$ cat config.mk
export PLATFORM = sky130hd
export DESIGN_NAME = filter_burst_driver_flat
export DESIGN_NICKNAME = d
export VERILOG_FILES = /design/src/rtl/filter_burst_driver_pkg.sv /design/src/rtl/filter_burst_driver_if.sv /design/src/rtl/filter_burst_driver_sample_fifo.sv /design/src/rtl/filter_burst_driver.sv /design/src/flat_wrapper.sv
export SDC_FILE = /design/constraint.sdc
export NUM_CORES = 1
export LEC_CHECK = 0
export ABC_AREA = 1
export CORE_MARGIN = 3
export CORE_UTILIZATION = 60
export DETAILED_ROUTE_END_ITERATION = 8
export PLACE_DENSITY = 0.9
export SLEW_MARGIN = 25
export SYNTH_ARGS = -nofsm -noshare
export SYNTH_HDL_FRONTEND = slang
export SYNTH_HIERARCHICAL = 1
export SYNTH_SLANG_ARGS = --single-unit
$ cat constraint.sdc
create_clock -name clk -period 7.1 [get_ports clk]
set_input_delay 0.71 -clock clk [delete_from_list [all_inputs] [get_ports clk]]
set_output_delay 0.71 -clock clk [all_outputs]
set_load 0.01 [all_outputs]
$ cat src/rtl/filter_burst_driver_pkg.sv
// Shared definitions for the filter burst driver and the filter instantiation
// next to it.
//   DEFAULT_N / DEFAULT_WINDOW : sample width and burst length. The filter must be
//                                built with the same values.
//   DEFAULT_FIFO_DEPTH         : input buffer entries (power of two, >= window).
//   DEFAULT_TIMEOUT            : WAIT cycles allowed before a burst is abandoned.
//   state_t                    : driver FSM states.
package filter_burst_driver_pkg;

  localparam int DEFAULT_N          = 16;
  localparam int DEFAULT_WINDOW     = 4;
  localparam int DEFAULT_FIFO_DEPTH = 8;
  localparam int DEFAULT_TIMEOUT    = 16;

  typedef enum logic [1:0] {
    IDLE = 2'd0,
    FEED = 2'd1,
    WAIT = 2'd2,
    HOLD = 2'd3
  } state_t;

endpackage

$ cat src/rtl/filter_burst_driver_if.sv
// Handshake bundle around the burst driver.
//   upstream   : in_valid, in_data, in_ready
//   filter     : fit_data, flt_data (to filter), flt_done, flt_result (from filter)
//   downstream : out_valid, out_data, out_ready
//   status     : timeout_err
// The master modport is the driver itself. The slave modport is everything around it
// (sample source, filter, consumer).
interface filter_burst_driver_if
  import filter_burst_driver_pkg::*;
#(
  parameter int N = DEFAULT_N
);

  logic         in_valid;
  logic [N-1:0] in_data;
  logic         in_ready;
  logic         fit_data;
  logic [N-1:0] flt_data;
  logic         flt_done;
  logic [N-1:0] flt_result;
  logic         out_valid;
  logic [N-1:0] out_data;
  logic         out_ready;
  logic         timeout_err;

  modport master (
    input  in_valid, in_data, flt_done, flt_result, out_ready,
    output in_ready, fit_data, flt_data, out_valid, out_data, timeout_err
  );

  modport slave (
    output in_valid, in_data, flt_done, flt_result, out_ready,
    input  in_ready, fit_data, flt_data, out_valid, out_data, timeout_err
  );

endinterface

$ cat src/rtl/filter_burst_driver_sample_fifo.sv
// sample_fifo: synchronous FIFO, N bits wide and DEPTH entries deep.
//   clk, rst   : rising-edge clock, asynchronous active-high reset (the FIFO is empty after reset)
//   push       : write push_data when the FIFO is not full; a push while full is dropped
//   pop        : advance the read side when the FIFO is not empty
//   head       : oldest entry, valid whenever empty = 0
//   full/empty : occupancy flags
//   count      : number of entries held, 0..DEPTH
module sample_fifo
  import filter_burst_driver_pkg::*;
#(
  parameter  int N     = DEFAULT_N,
  parameter  int DEPTH = DEFAULT_FIFO_DEPTH,
  localparam int AW    = $clog2(DEPTH),
  localparam int CW    = AW + 1
) (
  input  logic          clk,
  input  logic          rst,
  input  logic          push,
  input  logic [N-1:0]  push_data,
  input  logic          pop,
  output logic [N-1:0]  head,
  output logic          full,
  output logic          empty,
  output logic [CW-1:0] count
);

  logic [N-1:0]  mem [DEPTH];
  logic [AW-1:0] wr_ptr;
  logic [AW-1:0] rd_ptr;
  logic          do_push;
  logic          do_pop;

  assign full    = (count == CW'(DEPTH));
  assign empty   = (count == '0);
  assign do_push = push & ~full;
  assign do_pop  = pop & ~empty;
  assign head    = mem[rd_ptr];

  // The storage array has no reset. Entries are only read after they have been written.
  always_ff @(posedge clk) begin
    if (do_push) mem[wr_ptr] <= push_data;
  end

  // DEPTH is a power of two, so the pointers wrap naturally.
  // When a push and a pop happen together, count is unchanged.
  always_ff @(posedge clk or posedge rst) begin
    if (rst) begin
      wr_ptr <= '0;
      rd_ptr <= '0;
      count  <= '0;
    end else begin
      if (do_push) wr_ptr <= wr_ptr + AW'(1);
      if (do_pop)  rd_ptr <= rd_ptr + AW'(1);
      count <= count + CW'(do_push) - CW'(do_pop);
    end
  end

endmodule

$ cat src/rtl/filter_burst_driver.sv
// filter_burst_driver: initiator side of the moving-average filter handshake.
// The driver buffers upstream samples. It sends the filter bursts of exactly WINDOW
// samples, waits for the filter's done pulse, and then holds the averaged result
// for a valid/ready consumer.
//   clk, rst : rising-edge clock, asynchronous active-high reset. The filter must be
//              reset with ~rst so that its partial sum clears at the same time.
//   bus      : filter_burst_driver_if master modport, carrying the upstream, filter,
//              downstream and timeout_err signals.
module filter_burst_driver
  import filter_burst_driver_pkg::*;
#(
  parameter int N          = DEFAULT_N,
  parameter int WINDOW     = DEFAULT_WINDOW,
  parameter int FIFO_DEPTH = DEFAULT_FIFO_DEPTH,
  parameter int TIMEOUT    = DEFAULT_TIMEOUT
) (
  input logic                   clk,
  input logic                   rst,
  filter_burst_driver_if.master bus
);

  localparam int CW = $clog2(FIFO_DEPTH) + 1;
  localparam int BW = $clog2(WINDOW);
  localparam int TW = $clog2(TIMEOUT);
  localparam logic [BW-1:0] LAST_BEAT = BW'(WINDOW - 1);
  localparam logic [TW-1:0] LAST_TICK = TW'(TIMEOUT - 1);

  state_t        state;
  logic [BW-1:0] beat;
  logic [TW-1:0] timer;
  logic          fit_data;
  logic [N-1:0]  flt_data;
  logic          out_valid;
  logic [N-1:0]  out_data;
  logic          timeout_err;

  logic [N-1:0]  fifo_head;
  logic          fifo_full;
  logic          fifo_empty;
  logic [CW-1:0] fifo_count;
  logic          start_burst;
  logic          pop;

  sample_fifo #(
    .N     (N),
    .DEPTH (FIFO_DEPTH)
  ) u_fifo (
    .clk       (clk),
    .rst       (rst),
    .push      (bus.in_valid),
    .push_data (bus.in_data),
    .pop       (pop),
    .head      (fifo_head),
    .full      (fifo_full),
    .empty     (fifo_empty),
    .count     (fifo_count)
  );

  // A burst starts only when a whole window is already buffered. This guarantees that
  // the filter never sees a gap inside a window.
  // Each sample is popped one cycle before its fit_data beat, so that flt_data leaves a
  // register. As a result, fit_data is high in exactly the cycles where the FSM is in FEED.
  assign start_burst = (state == IDLE) && (fifo_count >= CW'(WINDOW));
  assign pop = ~fifo_empty & (start_burst | ((state == FEED) && (beat != LAST_BEAT)));

  // Main FSM with registered outputs.
  // The first low fit_data cycle after FEED is the cycle in which the filter divides.
  // The filter's done pulse therefore normally arrives in the second WAIT cycle.
  // Only one result may be outstanding at a time: HOLD blocks new bursts until the
  // consumer takes the held result.
  always_ff @(posedge clk or posedge rst) begin
    if (rst) begin
      state       <= IDLE;
      beat        <= '0;
      timer       <= '0;
      fit_data    <= 1'b0;
      flt_data    <= '0;
      out_valid   <= 1'b0;
      out_data    <= '0;
      timeout_err <= 1'b0;
    end else begin
      fit_data    <= pop;
      timeout_err <= 1'b0;
      if (pop) flt_data <= fifo_head;
      case (state)
        IDLE: begin
          if (start_burst) begin
            state <= FEED;
            beat  <= '0;
          end
        end
        FEED: begin
          if (beat == LAST_BEAT) begin
            state <= WAIT;
            timer <= '0;
          end else begin
            beat <= beat + BW'(1);
          end
        end
        WAIT: begin
          if (bus.flt_done) begin
            out_data  <= bus.flt_result;
            out_valid <= 1'b1;
            state     <= HOLD;
          end else if (timer == LAST_TICK) begin
            timeout_err <= 1'b1;
            state       <= IDLE;
          end else begin
            timer <= timer + TW'(1);
          end
        end
        HOLD: begin
          if (bus.out_ready) begin
            out_valid <= 1'b0;
            state     <= IDLE;
          end
        end
        default: state <= IDLE;
      endcase
    end
  end

  assign bus.in_ready    = ~fifo_full;
  assign bus.fit_data    = fit_data;
  assign bus.flt_data    = flt_data;
  assign bus.out_valid   = out_valid;
  assign bus.out_data    = out_data;
  assign bus.timeout_err = timeout_err;

endmodule

$ cat src/flat_wrapper.sv
// flat-port wrapper written by rule: the top's interface ports become plain ports
module filter_burst_driver_flat import filter_burst_driver_pkg::*;
#(
  parameter int N          = DEFAULT_N,
  parameter int WINDOW     = DEFAULT_WINDOW,
  parameter int FIFO_DEPTH = DEFAULT_FIFO_DEPTH,
  parameter int TIMEOUT    = DEFAULT_TIMEOUT
)
  (clk, rst, bus_in_valid, bus_in_data, bus_flt_done, bus_flt_result, bus_out_ready, bus_in_ready, bus_fit_data, bus_flt_data, bus_out_valid, bus_out_data, bus_timeout_err);
  filter_burst_driver_if #(.N(N)) bus_i ();
  input logic clk;
  input logic rst;
  input wire logic [$bits(bus_i.in_valid)-1:0] bus_in_valid;
  input wire logic [$bits(bus_i.in_data)-1:0] bus_in_data;
  input wire logic [$bits(bus_i.flt_done)-1:0] bus_flt_done;
  input wire logic [$bits(bus_i.flt_result)-1:0] bus_flt_result;
  input wire logic [$bits(bus_i.out_ready)-1:0] bus_out_ready;
  output wire logic [$bits(bus_i.in_ready)-1:0] bus_in_ready;
  output wire logic [$bits(bus_i.fit_data)-1:0] bus_fit_data;
  output wire logic [$bits(bus_i.flt_data)-1:0] bus_flt_data;
  output wire logic [$bits(bus_i.out_valid)-1:0] bus_out_valid;
  output wire logic [$bits(bus_i.out_data)-1:0] bus_out_data;
  output wire logic [$bits(bus_i.timeout_err)-1:0] bus_timeout_err;
  assign bus_i.in_valid = bus_in_valid;
  assign bus_i.in_data = bus_in_data;
  assign bus_i.flt_done = bus_flt_done;
  assign bus_i.flt_result = bus_flt_result;
  assign bus_i.out_ready = bus_out_ready;
  assign bus_in_ready = bus_i.in_ready;
  assign bus_fit_data = bus_i.fit_data;
  assign bus_flt_data = bus_i.flt_data;
  assign bus_out_valid = bus_i.out_valid;
  assign bus_out_data = bus_i.out_data;
  assign bus_timeout_err = bus_i.timeout_err;
  filter_burst_driver #(.N(N), .WINDOW(WINDOW), .FIFO_DEPTH(FIFO_DEPTH), .TIMEOUT(TIMEOUT)) u_core (.clk(clk), .rst(rst), .bus(bus_i));
endmodule
==> results of run 1 <==
## worst max-delay path, stage by stage (launching register included)
cell and delay (ns):
dfrtp_1 0.42, inv_1 0.14, ha_1 0.17, nand3_1 0.13
nand2_1 0.74, ha_1 0.38, inv_1 0.06, ha_1 0.15
inv_1 0.05, fa_1 0.37, xnor2_1 0.13
## cells by family (layout without fill, tap and decap cells)
group           count (synthesis)  after routing  share of synthesized area [%]
buf+inv                       194            272                           10.7
xor+xnor                        8              8                          0.859
fa+ha+maj                      11             11                           1.78
compound gates                 10             10                          0.829
simple gates                  434            434                           22.5
flops                         181            181                           63.4
## through the flow
stage,util (%),std cells
after floorplan,-,838
after global placement,68.9,1056
after detailed placement,69.2,1056
after CTS,73.4,1088
after global routing,73.5,1088
final,73.5,1088
## routing by layer
layer  part of all wire (%)  up-vias
li1                       -     2716
met1                     39     2620
met2                     49      282
met3                     11       17
met4                    1.1        0
met5                      0        -
## sequential cells by signal (all words and copies together) (netlist names)
name / flops
u_core/state: 2
u_core/bus.flt_data: 16
u_core/bus.timeout_err: 1
u_core/bus.out_data: 16
u_core/u_fifo/count: 4
u_core/beat: 2
u_core/timer: 4
u_core/bus.out_valid: 1
u_core/u_fifo/rd_ptr: 3
u_core/u_fifo/mem: 128
u_core/u_fifo/wr_ptr: 3
u_core/bus.fit_data: 1
## power by group
| group | switching [W] | internal, W |
|---|---|---|
| clock | 0.000385 | 0.000482 |
| sequential | 0.000140 | 0.00139 |
| combinational | 0.00104 | 0.000578 |
## worst paths after layout
check | endpoint | slack [ns] | depth (start not counted)
hold / removal | u_core/bus.out_data[6] | 0.48 | 2
setup / recovery | u_core/u_fifo/count[2] | 4.26 | 10
setup reg to reg | u_core/u_fifo/count[2] | 4.26 | 10
min in group asynchronous | u_core/u_fifo/count[1] | 0.60 | 2
max in group asynchronous | u_core/bus.out_data[0] | 6.00 | 3
hold reg to reg | u_core/bus.out_data[6] | 0.48 | 2
## cells in the final DEF (no fill, tap or decap)
cell,synthesis,layout
nand2_1,318,318
inv_1,160,160
edfxtp_1,128,128
nand3_1,75,75
clkdlybuf4s50_1,0,72
dfrtp_1,53,52
nand2_2,20,20
clkbuf_16,0,17
ha_1,10,10
nor3_4,0,8
inv_6,1,5
nor2_1,5,5
xnor2_1,5,5
o21ai_0,5,5
clkinv_2,0,4
buf_4,6,4
clkbuf_1,1,3
xor2_1,3,3
clkinvlp_4,0,2
inv_2,3,2
nand4_1,2,2
a21oi_1,2,2
clkinvlp_2,0,1
clkinv_1,0,1
bufinv_16,0,1
nor2_2,1,1
o21ai_4,1,1
nand3_4,1,1
nand2_4,1,1
nand2_8,1,1
o31ai_1,1,1
nor3_1,9,1
or2_0,1,1
a21oi_2,1,1
fa_1,1,1
dfrtp_2,0,1
## area by class of cell
| cell class | count | area (um2) |
|---|---|---|
| clock buffer | 20 | 437 |
| clock inverter | 12 | 104 |
| fill | 848 | 3420 |
| inverter | 164 | 622 |
| multi-input combinational | 463 | 2200 |
| sequential | 181 | 5170 |
| tap | 172 | 215 |
| timing repair buffer | 76 | 751 |
==> results.md, run 1 <==
- H-tree depth: 4
- Startpoint Class: flop
- Mean Syn Cell Area: a little under 10 um2
- Post-layout min period: 2.84 ns
- Hold_sp: u_core/bus.out_data[6]
- Max Fclk: 352 MHz
- Core ar.: 12,900 um2
- Relative slew slack: 35.4%
- Setup bufs post-CTS: 0
- Met2 Track Usage GR: about two fifths
- DRC Markers: 0
- DR vias/cell: 5.18
- Total gr overflow: 0
- Busiest layer in global routing: met2
- Global-route usage over all layers: 23.6%
- Pwr dens: 423 nW/um2
- I/O pins: 73
- Worst Setup SP: u_core/u_fifo/count[2]
- RSZ-0062 raised after global routing: false
- Post-DP Area: around 8900 um2
- Synth async-reset ratio: approximately 30%
- Post-route setup slack: 4.26 ns
- Pwr Total: 0.00402 W
- Area leader, netlist: edfxtp_1
- CP arrival: 3.16 ns
- Die X: 123 um
- Min-Delay Path Class: flop to flop
- TNS Setup: 0 ns
- First-pass GRT wire length: 26.5 mm
- Hold Slack: between 0.4 and 0.5 ns
- # setup viols final: 0
- Post-route ant nets: 0
- Wire length per cell: approximately 16 um
- Netlist cell types: 30
- Met3 usage: 7.14%
- Yosys Warn Count: 6
- GP Congestion: 0.813
- Setup Skew: 0.00651 ns
- GR Util met1: 30.4%
- Seq/Total Area, Yosys: a little under two thirds
- Worst-margin pin slew: about 0.97 ns
- Number of global-route vias before repair: about 5,300
- Drt pass-1 iters: 7
- Ant. Diodes: 0
- Worst R2R Start: u_core/u_fifo/count[2]
- Syn nets: between 800 and 900
- Crit-path max FO: 13
- Post-Synthesis Cell Area: approximately 8000 um2
- Fin nets: 951
- Design area: about 9500 um2
- Starting Density: between 60% and 70%
- Critical Path RT: 7.42 ns
- Die Area: 15,000 um2
- Crit end category: flop
- Most common cell in the netlist: nand2_1
- Maximum root-to-sink buffer count: 2
- Max Cap Violations: 0
- Aggregate routed wire length: 16.9 mm
- Largest net degree at the start of global routing: 67
- Fin. max-slew vios: 0
- Top cells by count, synth: 318 x nand2_1, 160 x inv_1, 128 x edfxtp_1, 75 x nand3_1, 53 x dfrtp_1
- Final hold viol count: 0
- Status: complete, no violations
- # hold bufs at CTS: 0
- Hpwl dp: between 10 and 15 mm
- EDFF count, synth: 128
- Number of cells upsized or downsized after cts: 0
- Clk_lat worst skew: 0.43 ns
- Num CTS Buffers: 17
- LEAKAGE: 4.50 nW
- TritonCTS clock tree: built
- Kind of critical path: flop to flop
- Top post-synthesis cells by area: edfxtp_1 47%, dfrtp_1 16%, nand2_1 15%
- Root Driver: clkbuf_16
- Port bufs: 72
- Layout cell share with drive strength beyond 1: 7.75%
- Post-Syn Instances: 838
- Yosys top cell area share: 47.1%
- Layout area overhead: 16.6%
- Worst slack at placement: 3.97 ns
- Row count: 41
- Clock sink count: 181
- Reg clk slew, reported paths: 0.06 ns
- Synth Flop Type: edfxtp_1
- Peak supply drop: 0.231 mV
- Initial DRC Count: 592
- Antenna violations before repair: 0
- Vias: 5,635
- Flops & latches, synth: 181
- Period Utilization, post-route: 40.0%
- Die H: 123 um
Power figures use the tool's default switching activity.
==> run 2, diff against run 1 <==
CORE_UTILIZATION = 52   (was 60)
PLACE_DENSITY = 0.83   (was 0.9)
clock period = 2.3 ns   (was 7.1 ns; I/O delays follow)
==> results.md, run 2 (synthesis gave the netlist of run 1 again) <==
- LEAKAGE: 4.61 nW (+2.3%)
- Post-layout min period: 2.20 ns (-0.638 ns)
- Initial DRC Count: 324 (-45%)
- Ant. Diodes: 0 (unchanged)
- Maximum root-to-sink buffer count: 2 (unchanged)
- Post-route setup slack: 0.0958 ns (-4.16 ns)
- Fin. max-slew vios: 0 (unchanged)
- Biggest regs: u_core/u_fifo/mem: 128 flops, u_core/bus.flt_data: 16 flops, u_core/bus.out_data: 16 flops
- Top reg by flops: u_core/u_fifo/mem
- Slowest-stage cell, CP: fa_2
- Number of global-route vias before repair: 5,444 (+2.7%)
- Sequential Area: 5170 um2 (unchanged)
- H-tree depth: 4 (unchanged)
- DR vias/cell: 4.81 (-7.2%)
- Reg2reg end: u_core/u_fifo/count[1]
- Starting Density: 53.4% (-9.6 points)
- Critical Path RT: 2.62 ns (-4.80 ns)
- DRC Markers: 0 (unchanged)
- Max Cap Violations: 0 (unchanged)
- Non-Filler Instances: 1,153 (+6.0%)
- TritonCTS clock tree: built
- Reg clk slew, reported paths: 0.06 ns (about the same)
- Worst stage delay on the critical path: 0.51 ns (-0.23 ns)
- Max reg flops: 128 (unchanged)
- Peak supply drop: 0.657 mV (+180%)
- Layout area overhead: 19.9%
- Fill cells: 1,158 (+37%)
- Pwr dens: 1300 nW/um2 (+210%)
- Min-Delay Path Class: input port to async pin
- Commonest non-fill, non-tap cell in the layout: nand2_1
- Status: complete, no violations
- Worst R2R Setup Slack: 0.1 ns (-4.16 ns)
- Total gr overflow: 0 (unchanged)
- Port bufs: 72 (unchanged)
- Wire length per cell: 14.0 um (-9.7%)
- Crit end category: flop
- Period Utilization, post-route: 95.8% (+56 points)
- Hpwl dp: 10.5 mm (-1.9%)
- Clk_lat worst skew: 0.43 ns (about the same)
- Startpoint Class: flop
- Clock sink count: 181 (unchanged)
- First-pass GRT wire length: 26.8 mm (+1.3%)
- Num CTS Buffers: 17 (unchanged)
- CP Cell Sequence: buf_4 > o21ai_4 > nand2_4 > nand2_8 > inv_6 > nand2_4 > inv_4 > ha_1 > inv_1 > ha_2 > inv_1 > fa_2 > inv_1
- Drt pass-1 iters: 5 (-2)
- Kind of critical path: flop to flop
- Worst-margin pin slew: 0.690 ns (-0.276 ns)
- Aggregate routed wire length: 16.2 mm (-4.3%)
- Die H: 131 um (+7.1%)
- Fin nets: 977 (+2.7%)
- Vias: 5,544 (-1.6%)
- FF-to-FF path depth: 13 (+3)
- Dpl cells: 1,117 (+5.8%)
- # setup viols final: 0 (unchanged)
- Root Driver: clkbuf_16
- Multi-input logic area: 2200 um2 (-0.23%)
- Largest net degree at the start of global routing: 42 (-37%)
- Commonest non-fill, non-tap cells in the layout: 317 x nand2_1, 153 x inv_1, 128 x edfxtp_1, 74 x nand3_1, 72 x clkdlybuf4s50_1
- Global-route usage over all layers: 19.6% (-4.0 points)
- # hold bufs at CTS: 0 (unchanged)
- Core ar.: 15,300 um2 (+18%)
- Cell mode on critical path: inv_1
- Post-route ant nets: 0 (unchanged)
- Final hold viol count: 0 (unchanged)
- Die X: 131 um (+7.1%)
- Setup Skew: 0.00831 ns (+0.00180 ns)
- Worst R2R Start: u_core/u_fifo/count[3]
- Layout cell share with drive strength beyond 1: 11.8% (+4.0 points)
- I/O pins: 73 (unchanged)
- GP Congestion: 0.798 (-1.9%)
- CP arrival: 2.53 ns (-0.63 ns)
- Row count: 45 (+9.8%)
- Crit-path max FO: 4 (-9)
- Worst slack at placement: 0.0309 ns (-3.94 ns)
- Antenna violations before repair: 0 (unchanged)
- Relative slew slack: 53.9% (+19 points)
- Die Area: 17,200 um2 (+15%)
- Pwr Total: 0.0127 W (+220%)
- Max Fclk: 454 MHz (+29%)
run 2: cell types whose count changed in the layout (fill, tap and decap cells not counted), moves of 2 or more:
cell	delta
inv_2	+7
clkinv_2	-3
clkinv_4	+4
buf_4	+25
nor3_2	+8
inv_1	-7
nor3_4	-8
ha_2	+2
ha_1	-3
run 2: cell type report:
| class | count | area share (%) |
|---|---|---|
| clock buffers | 19 | 4.43 |
| clock inverters | 13 | 1.27 |
| inverters | 164 | 6.38 |
| multi-input cells | 463 | 22.5 |
| flip-flops and latches | 181 | 52.9 |
| well taps | 211 | 2.70 |
| repair buffers | 102 | 9.81 |
run 2: worst max-delay path by stage:
stage          depth (start not counted)  slack [ns]                       to              startpoint
4_1_cts                               15       0.007   u_core/u_fifo/count[1]  u_core/u_fifo/count[2]
5_1_grt                               13      -0.005   u_core/u_fifo/count[1]  u_core/u_fifo/count[3]
3_3_place_gp                          15        0.09   u_core/u_fifo/count[1]  u_core/u_fifo/count[2]
3_5_place_dp                          15        0.03   u_core/u_fifo/count[1]  u_core/u_fifo/count[2]
6_report                              13         0.1   u_core/u_fifo/count[1]  u_core/u_fifo/count[3]
2_1_floorplan                          6       -0.27  u_core/u_fifo/mem[6][0]  u_core/u_fifo/count[2]
run 2: stage by stage:
step	hold slack (ns)	cell area (um2)	TNS [ns]	utilization, %
floorplan	0.0702	8170	-34.45	-
global placement	0.460	9150	0	60.0
detailed placement	0.464	9150	0	60.0
CTS	0.156	9710	0	63.7
global route	0.199	9770	-0.00540	64.1
finish	0.161	9770	0	64.1
run 2: report_power, final:
group          total (W)  switching (W)  internal (W)
clock network    0.00271        0.00121       0.00150
logic            0.00531        0.00326       0.00205
registers        0.00465       0.000356       0.00430
run 2: per-layer routing:
| layer | GRT usage [%] | vias to the layer above | wire length [um] |
|---|---|---|---|
| li1 | - | 2776 | - |
| met1 | 25.1 | 2537 | 6950 |
| met2 | 32.4 | 202 | 7850 |
| met3 | 4.59 | 29 | 1010 |
| met4 | 8.40 | 0 | 343 |
| met5 | 0 | - | 0 |
run 2: timing repair:
action	CTS	global route
buffers inserted	0	4
pin swaps	0	4
gates resized for setup	1	9
hold endpoints to repair	0	0
endpoints found under the setup margin	1	2
run 2: critical path, delay by kind of cell (launching register included):
kind,cells,cell delay (ns)
buffers and inverters,6,0.36
adder cells (fa/ha/maj),3,0.95
flip-flops,1,0.38
AND/OR/NAND/NOR,3,0.24
AO/OA/AOI/OAI,1,0.18
